$ cat config.mk
export PLATFORM = sky130hd
export DESIGN_NAME = instr_fetch_unit
export DESIGN_NICKNAME = d
export VERILOG_FILES = /design/src/rtl/mips_fetch_pkg.sv /design/src/rtl/next_pc_calc.sv /design/src/rtl/instr_fetch_unit.sv
export SDC_FILE = /design/constraint.sdc
export NUM_CORES = 1
export LEC_CHECK = 0
export ABC_CLOCK_PERIOD_IN_PS = 7000
export CORE_MARGIN = 4
export CORE_UTILIZATION = 30
export DETAILED_ROUTE_END_ITERATION = 16
export MAX_ROUTING_LAYER = met4
export PLACE_DENSITY = 0.63
export SYNTH_ARGS = -nofsm -noshare
export SYNTH_HDL_FRONTEND = slang
export SYNTH_SLANG_ARGS = --single-unit
$ cat constraint.sdc
create_clock -name clk -period 7 [get_ports clk]
set_input_delay 1.05 -clock clk [delete_from_list [all_inputs] [get_ports clk]]
set_output_delay 1.05 -clock clk [all_outputs]
set_load 0.01 [all_outputs]
$ cat src/rtl/mips_fetch_pkg.sv
// Shared types and defaults for the MIPS-style instruction fetch unit.
package mips_fetch_pkg;

  typedef enum logic [1:0] {
    S_FETCH = 2'd0,
    S_ISSUE = 2'd1,
    S_HALT  = 2'd2
  } fetch_state_e;

  typedef enum logic [1:0] {
    PC_INC = 2'b00,
    PC_JMP = 2'b01,
    PC_JR  = 2'b10,
    PC_SYS = 2'b11
  } pcsrc_e;

  typedef enum logic [1:0] {
    BR_NONE = 2'b00,
    BR_BEQ  = 2'b01,
    BR_BNE  = 2'b10,
    BR_BLTZ = 2'b11
  } brtype_e;

  localparam logic [31:0] RESET_PC_DEF    = 32'h0000_0000;
  localparam logic [31:0] SYSCALL_VEC_DEF = 32'h0000_0180;

endpackage

$ cat src/rtl/next_pc_calc.sv
// Combinational next-PC selection: sequential, branch, jump, jump-register, syscall.
module next_pc_calc
  import mips_fetch_pkg::*;
#(
  parameter logic [31:0] SYSCALL_VEC = SYSCALL_VEC_DEF
) (
  input  logic [31:0] pc_plus4,
  input  logic [25:0] instr_idx,
  input  logic [1:0]  pcsrc,
  input  logic [1:0]  brtype,
  input  logic [31:0] rs_data,
  input  logic [31:0] rt_data,
  output logic [31:0] next_pc
);

  logic        taken;
  logic [31:0] br_off;

  assign br_off = {{14{instr_idx[15]}}, instr_idx[15:0], 2'b00};

  // NOTE: every always_comb output gets a default first so no path leaves it unassigned (no latch).
  always_comb begin
    taken = 1'b0;
    case (brtype)
      BR_BEQ:  taken = (rs_data == rt_data);
      BR_BNE:  taken = (rs_data != rt_data);
      BR_BLTZ: taken = rs_data[31];
      default: taken = 1'b0;
    endcase
  end

  // Unknown select codes fall through to the default arm: plain sequential fetch.
  always_comb begin
    next_pc = pc_plus4;
    case (pcsrc)
      PC_INC:  next_pc = taken ? (pc_plus4 + br_off) : pc_plus4;
      PC_JMP:  next_pc = {pc_plus4[31:28], instr_idx, 2'b00};
      PC_JR:   next_pc = {rs_data[31:2], 2'b00};
      PC_SYS:  next_pc = SYSCALL_VEC;
      default: next_pc = pc_plus4;
    endcase
  end

endmodule

$ cat src/rtl/instr_fetch_unit.sv
// Instruction fetch FSM (FETCH/ISSUE/HALT) with PC and instruction registers.
// Define SYSCALL_TRAP_EN to vector syscalls to SYSCALL_VEC instead of halting.
module instr_fetch_unit
  import mips_fetch_pkg::*;
#(
  parameter logic [31:0] RESET_PC    = RESET_PC_DEF,
  parameter logic [31:0] SYSCALL_VEC = SYSCALL_VEC_DEF
) (
  input  logic        clk,
  input  logic        rst_n,
  output logic        IMemReq,
  output logic [31:0] IMemAddr,
  input  logic        IMemAck,
  input  logic [31:0] IMemData,
  output logic [31:0] Instr,
  output logic [5:0]  Op,
  output logic [5:0]  Func,
  output logic        InstrValid,
  input  logic        InstrReady,
  input  logic [1:0]  PCSrc,
  input  logic [1:0]  BrType,
  input  logic [31:0] RsData,
  input  logic [31:0] RtData,
  output logic [31:0] PC,
  output logic [31:0] PCPlus4,
  output logic        Halted
);

  fetch_state_e state, state_n;
  logic [31:0]  pc_q, instr_q, pc_plus4, next_pc;
  logic         req_q, fetch_done, accept;

  assign pc_plus4   = pc_q + 32'd4;
  assign fetch_done = (state == S_FETCH) && req_q && IMemAck;
  assign accept     = (state == S_ISSUE) && InstrReady;

  next_pc_calc #(.SYSCALL_VEC(SYSCALL_VEC)) u_next_pc (
    .pc_plus4  (pc_plus4),
    .instr_idx (instr_q[25:0]),
    .pcsrc     (PCSrc),
    .brtype    (BrType),
    .rs_data   (RsData),
    .rt_data   (RtData),
    .next_pc   (next_pc)
  );

  always_comb begin
    state_n = state;
    case (state)
      S_FETCH: if (fetch_done) state_n = S_ISSUE;
      S_ISSUE: begin
        if (InstrReady) begin
          state_n = S_FETCH;
`ifndef SYSCALL_TRAP_EN
          if (PCSrc == PC_SYS) state_n = S_HALT;
`endif
        end
      end
      S_HALT:  state_n = S_HALT;
      default: state_n = S_FETCH;
    endcase
  end

  // req_q is registered so the request stays low through reset and rises on the first edge after it.
  // NOTE: sequential state uses non-blocking assignments so all registers update from pre-edge values.
  always_ff @(posedge clk or negedge rst_n) begin
    if (!rst_n) begin
      state   <= S_FETCH;
      req_q   <= 1'b0;
      pc_q    <= RESET_PC;
      instr_q <= '0;
    end else begin
      state <= state_n;
      req_q <= (state_n == S_FETCH);
      if (fetch_done) instr_q <= IMemData;
      if (accept && (state_n == S_FETCH)) pc_q <= next_pc;
    end
  end

  assign IMemReq    = req_q;
  assign IMemAddr   = req_q ? pc_q : '0;
  assign Instr      = instr_q;
  assign Op         = instr_q[31:26];
  assign Func       = instr_q[5:0];
  assign InstrValid = (state == S_ISSUE);
  assign PC         = pc_q;
  assign PCPlus4    = pc_plus4;
  assign Halted     = (state == S_HALT);

endmodule
==> results.md <==
- Worst reg2reg setup slack: 2.72 ns
- DRC viols: 0
- Post-synth ARST share: 100%
- Synth cell count leaders: dfrtp_1, nand2_1, xor2_1, nor2_1, ha_1
- Unrepaired setup endpoints after global routing: no
- Antenna diodes: 0
- Nets: ~1,100
- Peak Freq: 226 MHz
- Hold_buf cts: 0
- RR Endpoint: PC[23]
- Hold Fails Final Rpt: 0
- Footprint of the multi-input gates: 0.00419 mm^2
- Mapped cell area: approximately 0.006 mm^2
- WP buf/inv: 1
- Max-slew violations: 0
- CP required: 5.95 ns
- Worst-path cell chain: ha_1 -> and4_1 -> nand4_1 -> nor4_1 -> nand2_1 -> xnor2_1 -> clkdlybuf4s50_1
- CTS tree: built
- Clk_skew: 0.00657 ns
- Max stage delay on crit path: 0.64 ns
- CTS Buffer Depth: 2
- Mapped Avg Cell Area: roughly 8.6 um^2
- Ports: 247
- All-Layer GR Usage: 22.4%
- Status: finished, final reports clean
- # Max-Cap Violations: 0
- Register area: between 0.0015 and 0.002 mm^2
- Design area: 0.00897 mm^2
- Layout Area Growth over Synthesis: 47.0%
- Area contributors post-synth: dfrtp_1, xor2_1, ha_1
- Setup Fix Bufs, Post-CTS: 0
- Core area: 0.0197 mm^2
- # port buffers: 240
- GRT overflow: 0
- Critical-path top delay cell: clkdlybuf4s50_1
- Sequential-to-total area share from yosys stat: 26.7%
- Most common cell in the synthesized netlist: dfrtp_1
- Worst-skew pair later-pin latency: 0.34 ns
- TritonRoute pass-1 iters: 7
- Initial antenna violation count: 0
- Yosys reg bits: 65
- Routed Antenna Nets: 0
- # rows: 51
- Hold Path Origin: Instr[15]
- CP endpoint kind: primary output
- First-pass GRT wire length: 37,400 um
- Slew headroom: a little under a quarter
- CTS sink count: 65
- Top_reg_cell synth: dfrtp_1
- CP Depth: 7
- Hold slack: 0.506 ns
- Critical Path Source Type: flop
- Cell count after synthesis: 707
- # setup viols final: 0
- Final period utilization: 63.1%
- Clock slew at reported path FFs: 0.06 ns
- Cell family with most CP delay: simple AND/OR/NAND/NOR gates
- Vias per std cell: between 5 and 6
- Worst r2r src: PC[4]
- Synthesis Warnings: 0
- Worst vdd ir: 0.222 mV
- Worst Setup SP: PC[2]
- Synth area leader: dfrtp_1
- Worst-margin pin slew: approximately 1.1 ns
- Worst-case reg-to-reg path depth: 14
- Chip height: 151 um
- Post-synth EDFFs: 0
- TNS Setup: 0 ns
- RD Place Congestion: roughly 1
- CP arrival: 3.37 ns
- Die Wd: 151 um
- P_leak: 0.00362 uW
- Post-cts gate resize count: 0
- Root Buffer: clkbuf_16
- Hold/Removal Path Class: reg -> reg
- Cts bufs inserted: 9
- Initial DRC Count: 538
- Largest fanout on the critical path: 9
- Number of fill cells: 1,930
- Final core occ: between 40 and 50%
- Worst setup path endpoint: PCPlus4[28]
- Tmin final: 4.42 ns
- Power Dens Cells: 530 mW/mm^2
- Fraction of layout instances using a drive strength above 1: 8.30%
- Vias: ~6,400
- Largest net degree at the start of global routing: 66
- Die area: between 0.02 and 0.025 mm^2
- Initial Utilization: between 30% and 40%
- Wire length per cell: between 20 and 25 um
- Synth top area share: 26.7%
- Post-DP Area: 0.00866 mm^2
- Yosys cell types: 73
- Via count of the first global-routing pass: 6,318
- Detailed Route WL: between 20,000 and 30,000 um
- Htree depth: 3
- Crit Path Class: reg -> out
- Post-DP HPWL: a little under 20,000 um
## flip-flops by register name, summed over array words and instances, names as in the netlist
register  cells
PC           30
Instr        32
IMemReq       1
state         2
## worst min path at each step
stage | slack (ns) | end | depth (start not counted)
after floorplan | 0.57 | Instr[20] | 1
after global placement | 0.50 | Instr[15] | 1
after detailed placement | 0.50 | Instr[15] | 1
after CTS | 0.51 | Instr[15] | 1
after global routing | 0.53 | Instr[15] | 1
final | 0.51 | Instr[15] | 1
## area by class of cell
type / count / share of cell area (%)
Clock buffer: 12 / 2.86
Clock inverter: 4 / 0.572
Inverter: 15 / 0.628
Multi-Input combinational cell: 583 / 46.6
Sequential cell: 65 / 18.1
Tap cell: 265 / 3.70
Timing Repair Buffer: 249 / 27.5
## cell usage in the layout (no fill, tap or decap), drive strengths merged, types with 30 or more instances in the layout
master / netlist / routed
ha: 36 / 36
nor2: 51 / 51
clkdlybuf4s50: 0 / 239
nand2: 58 / 58
o21ai: 40 / 40
a21oi: 33 / 33
xor2: 53 / 53
and2: 31 / 31
mux2: 42 / 42
xnor2: 30 / 30
dfrtp: 65 / 65
## worst reg2reg max path: stages (launching register included)
cell	delay, ns
dfrtp_1	0.53
nand3_1	0.22
nor2_1	0.31
and3_1	0.23
and3_1	0.19
xor2_1	0.34
ha_1	0.29
a21o_1	0.15
and3_1	0.18
a2111oi_2	0.08
a2111oi_1	0.66
nor2_1	0.20
o31a_1	0.31
a222oi_1	0.32
a31oi_1	0.13
## where the power goes
part | internal (uW) | switching (uW) | leakage, uW
clock network | 295 | 175 | 0.000149
registers | 562 | 342 | 0.000772
logic | 1660 | 1720 | 0.00270
## stage by stage
stage	worst slack, ns	cells	power (uW)
floorplan	3.28	712	2820
global placement	2.61	1177	4260
detailed placement	2.63	1177	4240
CTS	2.63	1193	4750
global route	2.38	1193	5110
finish	2.58	1193	4760
## cell families (layout without fill, tap and decap cells)
kind of cell	after synthesis	count (layout)	share of synthesized area [%]
compound gates	175	175	19.9
xor+xnor	83	83	12.0
fa+ha+maj	37	37	7.71
buf+inv	64	280	5.27
flops	65	65	26.7
mux	50	50	9.06
other cells	1	6	0.0615
simple gates	232	232	19.3
## metal layers
metal	up-vias	wire length, um	GRT usage [%]
li1	3022	-	-
met1	3017	11100	29.9
met3	20	2070	4.18
met2	322	11600	35.6
met4	0	303	5.12
met5	-	0	-
No activity file was read; power rests on OpenSTA's default activity.
